<file path="config.mk">
export PLATFORM = sky130hd
export DESIGN_NAME = regfile_read_sequencer
export DESIGN_NICKNAME = d
export VERILOG_FILES = /design/src/rtl/regfile_read_sequencer.sv
export SDC_FILE = /design/constraint.sdc
export NUM_CORES = 1
export LEC_CHECK = 0
export CORE_UTILIZATION = 30
export DETAILED_ROUTE_END_ITERATION = 16
export PLACE_DENSITY = 0.7
export SLEW_MARGIN = 20
export SYNTH_ARGS = -nofsm -noshare
export SYNTH_HDL_FRONTEND = slang
export SYNTH_SLANG_ARGS = --single-unit
</file>
<file path="constraint.sdc">
create_clock -name clk -period 2.9 [get_ports clk]
set_input_delay 0.435 -clock clk [delete_from_list [all_inputs] [get_ports clk]]
set_output_delay 0.435 -clock clk [all_outputs]
set_load 0.05 [all_outputs]
</file>
<file path="src/rtl/regfile_read_sequencer.sv">
// Serializes the two operand reads of a decode request onto a single-read-port
// register file, with a combinational writeback pass-through and operand snooping.
module regfile_read_sequencer #(
  parameter int unsigned ADDR_WIDTH = 5,
  parameter int unsigned DATA_WIDTH = 32
) (
  input  logic                  clk,
  input  logic                  rst_n,
  input  logic                  req_valid,
  output logic                  req_ready,
  input  logic [ADDR_WIDTH-1:0] rs1_addr,
  input  logic [ADDR_WIDTH-1:0] rs2_addr,
  output logic                  rsp_valid,
  input  logic                  rsp_ready,
  output logic [DATA_WIDTH-1:0] rs1_data,
  output logic [DATA_WIDTH-1:0] rs2_data,
  input  logic                  wb_we,
  input  logic [ADDR_WIDTH-1:0] wb_addr,
  input  logic [DATA_WIDTH-1:0] wb_data,
  output logic                  rf_we,
  output logic [ADDR_WIDTH-1:0] rf_write_addr,
  output logic [DATA_WIDTH-1:0] rf_din,
  output logic [ADDR_WIDTH-1:0] rf_read_addr,
  input  logic [DATA_WIDTH-1:0] rf_dout
);

  typedef enum logic [2:0] {IDLE, RD1, RD2, CAP, RESP} state_t;

  state_t                r_state;
  state_t                w_next;
  logic [ADDR_WIDTH-1:0] r_rs1;
  logic [ADDR_WIDTH-1:0] r_rs2;
  logic [DATA_WIDTH-1:0] r_rs1_data;
  logic [DATA_WIDTH-1:0] r_rs2_data;
  logic                  w_snoop1;
  logic                  w_snoop2;

  // Writeback is never stalled; x0 writes are dropped here.
  assign rf_we         = wb_we & (wb_addr != '0);
  assign rf_write_addr = wb_addr;
  assign rf_din        = wb_data;

  assign rs1_data = r_rs1_data;
  assign rs2_data = r_rs2_data;

  always_comb begin
    w_next       = r_state;
    req_ready    = 1'b0;
    rsp_valid    = 1'b0;
    rf_read_addr = r_rs1;
    case (r_state)
      IDLE: begin
        req_ready = 1'b1;
        if (req_valid) w_next = RD1;
      end
      RD1:  w_next = RD2;
      RD2: begin
        rf_read_addr = r_rs2;
        w_next       = CAP;
      end
      CAP:  w_next = RESP;
      RESP: begin
        rsp_valid = 1'b1;
        if (rsp_ready) w_next = IDLE;
      end
      default: w_next = IDLE;
    endcase
  end

  // Writes landing after the regfile already sampled an operand must be snooped;
  // rf_we already excludes x0, so a zero index can never match.
  always_comb begin
    w_snoop1 = rf_we && (wb_addr == r_rs1) &&
               ((r_state == RD2) || (r_state == CAP) || (r_state == RESP));
    w_snoop2 = rf_we && (wb_addr == r_rs2) &&
               ((r_state == CAP) || (r_state == RESP));
  end

  always_ff @(posedge clk or negedge rst_n) begin
    if (!rst_n) r_state <= IDLE;
    else        r_state <= w_next;
  end

  always_ff @(posedge clk or negedge rst_n) begin
    if (!rst_n) begin
      r_rs1 <= '0;
      r_rs2 <= '0;
    end else if ((r_state == IDLE) && req_valid) begin
      r_rs1 <= rs1_addr;
      r_rs2 <= rs2_addr;
    end
  end

  always_ff @(posedge clk or negedge rst_n) begin
    if (!rst_n) begin
      r_rs1_data <= '0;
      r_rs2_data <= '0;
    end else begin
      if (w_snoop1)
        r_rs1_data <= wb_data;
      else if (r_state == RD2)
        r_rs1_data <= (r_rs1 == '0) ? '0 : rf_dout;

      if (w_snoop2)
        r_rs2_data <= wb_data;
      else if (r_state == CAP)
        r_rs2_data <= (r_rs2 == '0) ? '0 : rf_dout;
    end
  end

endmodule

</file>
* Word-level counts from Yosys, hierarchy flattened
Index checks and enable logic that the tools add are counted.
Storage, ports and cells: register bits after elaboration 77, input bits 84, output and inout bits 109, word-level logic and storage cells 41
Cells by class: eq/ne operators 8, multiplexer cells 12, bitwise operators 1, reductions and logical operators 15
Operator list (count):
- 2-to-1 mux 32 bit | 6
- one-hot mux 3 bit (5 select lines) | 1
- equality test 5 bit | 2
- zero test 5 bit | 2
- equality test 3 x 2 -> 1 bit (second input constant) | 2
- 2-to-1 mux 3 bit | 2
- logical AND 1 bit | 5
- 2-to-1 mux 5 bit | 1
- nonzero test 5 bit | 1
- inequality test 2 bit (second input constant) | 2
- nonzero test 2 bit | 2
- equality test 3 x 1 -> 1 bit (second input constant) | 1
- equality test 3 bit (second input constant) | 1
- zero test 3 bit | 1
- logical OR 1 bit | 3
- 2-to-1 mux 1 bit | 2
- AND reduction 2 bit | 1
- bitwise AND 1 bit | 1

* Depth between registers and ports, before layout
depth in word-level cells 5, gate-level depth with buffers 7, mapped depth without buffers 5

* Worst setup path before layout
Ideal clock, no wire load.
path type reg-to-reg, from register r_state[1], to register r_rs1[0], setup time 125 ps, arrival time 2492 ps, required time 2775 ps, path slack 283 ps, stages on the path, launching flop included 5, path buffers 1, clock period less this slack 2617 ps, cell sequence dfrtp_1 nor3_1 and2_1 clkbuf_1 mux2_2
Between the ends: longest elaborated chain between the ends 2
RTL lines:
- start, declared | RTL line 29 | state_t r_state;
- start signal, assigned | RTL line 81 | else r_state <= w_next;
- zero test 3 bit | RTL line 88 | end else if ((r_state == IDLE) && req_valid) begin
- logical AND 1 bit | RTL line 88
- end signal, assigned | RTL line 89 | r_rs1 <= rs1_addr;
- end, declared | RTL line 31 | logic [ADDR_WIDTH-1:0] r_rs1;
No other way between the ends. A chain may end at the register's enable or synchronous reset.

* Worst setup path in the final report
from register r_state[1], to output port rsp_valid
Between the ends: longest elaborated chain between the ends 2
RTL lines:
- equality test 3 bit | RTL line 51 | case (r_state)
- 2-to-1 mux 1 bit | RTL line 51
- end, declared | RTL line 13 | output logic rsp_valid,
No other way between the ends.

==> qor.txt <==
Status = finished, violations left
Violated checks = design-rule violations
Reg area = 1930 µm²
Most frequent cell after synthesis = dfrtp_1
RSZ-0062 raised after global routing = no
WL per Instance = 20.3 µm
Hold Path Class = in -> async
Placed cell count = 714
Maximum fanout along the worst path = 7
Crit share post-route = 91.7%
Least-Margin Pin Slew = 0.652 ns
CP Class = reg -> out
Avg Cell Area, Syn = 11.4 µm²
Synth cell count leaders = dfrtp_1, buf_4
Starting density of the core = 31.2%
Req. time, crit path = 2.47 ns
Met1 Use GR = 22.7%
Critical Path Start Type = register
Worst setup skew after layout = 0.00712 ns
Max_slew headroom = 56.5%
Post-synth EDFFs = 0
Post-DR vias/cell = 5.53
Area Growth Syn to Fin = 48.9%
Clock transition at the registers of the reported paths = 0.06 ns
Synth top area cells = dfrtp_1, mux2_4, a221o_1, a22o_1, buf_4
First-pass GRT wire length = 23,400 µm
Maximum buffer depth of the clock tree = 2
Share of the synthesized area in the top cell type = 42.1%
DIE AREA = 15,800 µm²
Setup bufs post-CTS = 0
Vias post-DR = 4,046
GPL Wtd Cong = 0.787
Multi-input logic area = 2180 µm²
Leakage = 2.74 nW
Minimum clock period = 2.66 ns
I/O pins = 193
Drt first pass iters = 11
Met2 Track Usage GR = 32.5%
Port bufs = 192
Row Count = 44
Leading area contributor after synthesis = dfrtp_1
Initial drt markers = 193
N_diodes = 0
Fmax = 376 MHz
Fin. Hold Viols = 0
Maxcap violations = 0
Final nets = 626
Setup TNS after final layout = 0 ns
GRT met3 Usage = 4.41%
Fin cells = 731
#FFs+latches synth = 77
Core box area = 14,700 µm²
Clock sinks = 77
Root Driver = clkbuf_16
Skew-Pair Late Insertion Delay = 0.33 ns
Post-synthesis sequential area ratio = 42.1%
CTS-repair resized insts = 0
Dominant synthesized flop cell = dfrtp_1
Number of global-route vias before repair = 4,359
Die width = 126 µm
Total power = 0.00902 W
Cell Area, Synth = 4580 µm²
CTS tree = done
Total GRT Usage = 19.1%
Setup violators final = 0
DP HPWL = 10,200 µm
Routed Antenna Nets = 0
Most used routing layer = met2
TritonCTS Buffers = 9
Layout cells sized above 1 = 17.4%
Synth warn = 0
Fill cells = 1,327
Fin. max-slew vios = 0
Initial antenna violation count = 0
Distinct cells, synth = 30
H-tree depth = 3
VDD IR max = 1.30 mV
Gate Count Post-Synth = 402
# DRC = 13
Worst EP arrival = 2.23 ns
GR Overflow Total = 0
Final wirelength = 14,800 µm
Die height = 126 µm
Crit end category = output port
P per Cell Area = 1320 nW/µm²
Syn Nets = 486
FFs w/ async S/R, synth = 100%
Largest net degree at the start of global routing = 78
Hold buffers post-CTS = 0
-- sequential cells by signal, indices dropped and copies added, names as in the netlist --
name      flops
r_rs1         5
r_rs2         5
r_state       3
rs1_data     32
rs2_data     32
-- kinds of logic after synthesis --
kind of cell | after synthesis | synth area share (%)
AO/OA/AOI/OAI | 133 | 23.6
buffers and inverters | 82 | 11.4
flip-flops | 77 | 42.1
AND/OR/NAND/NOR | 52 | 6.88
multiplexers | 47 | 14.0
XOR/XNOR | 11 | 2.10
-- area by class of cell --
type	instances	share of cell area [%]
Sequential cell	77	28.3
Tap cell	184	3.38
Multi-Input combinational cell	243	31.9
Timing Repair Buffer	210	31.4
Inverter	1	0.0550
Clock buffer	12	3.61
Clock inverter	4	1.39
-- per-layer routing --
| layer | routed length (µm) | vias up |
|---|---|---|
| met5 | 0 | - |
| met4 | 274 | 0 |
| met3 | 988 | 25 |
| met2 | 7470 | 199 |
| met1 | 6080 | 2033 |
| li1 | - | 1789 |
-- through the flow --
| step | utilization [%] | setup WS, ns | hold WS (ns) | instance area, µm² |
|---|---|---|---|---|
| 2_1_floorplan | - | 0.283 | 0.139 | 4580 |
| 6_report | 46.4 | 0.239 | 0.0490 | 6820 |
| 3_5_place_dp | 43.9 | 0.244 | 0.501 | 6460 |
| 5_1_grt | 46.4 | 0.153 | 0.0737 | 6820 |
| 4_1_cts | 46.3 | 0.212 | 0.306 | 6800 |
| 3_3_place_gp | 43.9 | 0.332 | 0.495 | 6460 |
-- cell usage in the layout, fill, tap and decap left out, types with 3 or more instances in the layout --
cell,n
nor3_1,5
nor2b_1,32
mux2_2,17
xor2_1,10
bufinv_16,3
buf_12,8
nor2_1,3
mux2_4,30
dfrtp_1,77
a221o_1,32
clkdlybuf4s50_1,185
a22o_1,32
o211ai_1,32
clkbuf_16,9
buf_4,17
a31oi_1,32
-- worst paths after layout --
path	cells after the start	slack (ns)	start	endpoint
worst max-delay path	3	0.24	r_state[1]$_DFFE_PN0P_	rsp_valid
worst min-delay path	1	0.05	rst_n	rs1_data[17]$_DFFE_PN0P_
worst max register to register	5	0.52	r_state[2]$_DFFE_PN0P_	rs1_data[21]$_DFFE_PN0P_
worst min register to register	1	0.52	rs2_data[18]$_DFFE_PN0P_	rs2_data[18]$_DFFE_PN0P_
max in group asynchronous	2	2.24	rst_n	r_state[1]$_DFFE_PN0P_
min in group clk	1	0.52	rs2_data[18]$_DFFE_PN0P_	rs2_data[18]$_DFFE_PN0P_
-- where the power goes --
group	internal (W)	leakage, nW	total [W]	switching, W
clock	0.000864	0.167	0.00131	0.000449
sequential	0.00160	0.959	0.00197	0.000379
combinational	0.00236	1.61	0.00573	0.00337
-- critical path, stage by stage, from the launching register on --
cell	delay, ns
dfrtp_1	0.44
or3b_1	0.48
inv_1	0.16
clkdlybuf4s50_1	0.82
No activity file was read; power rests on OpenSTA's default activity.
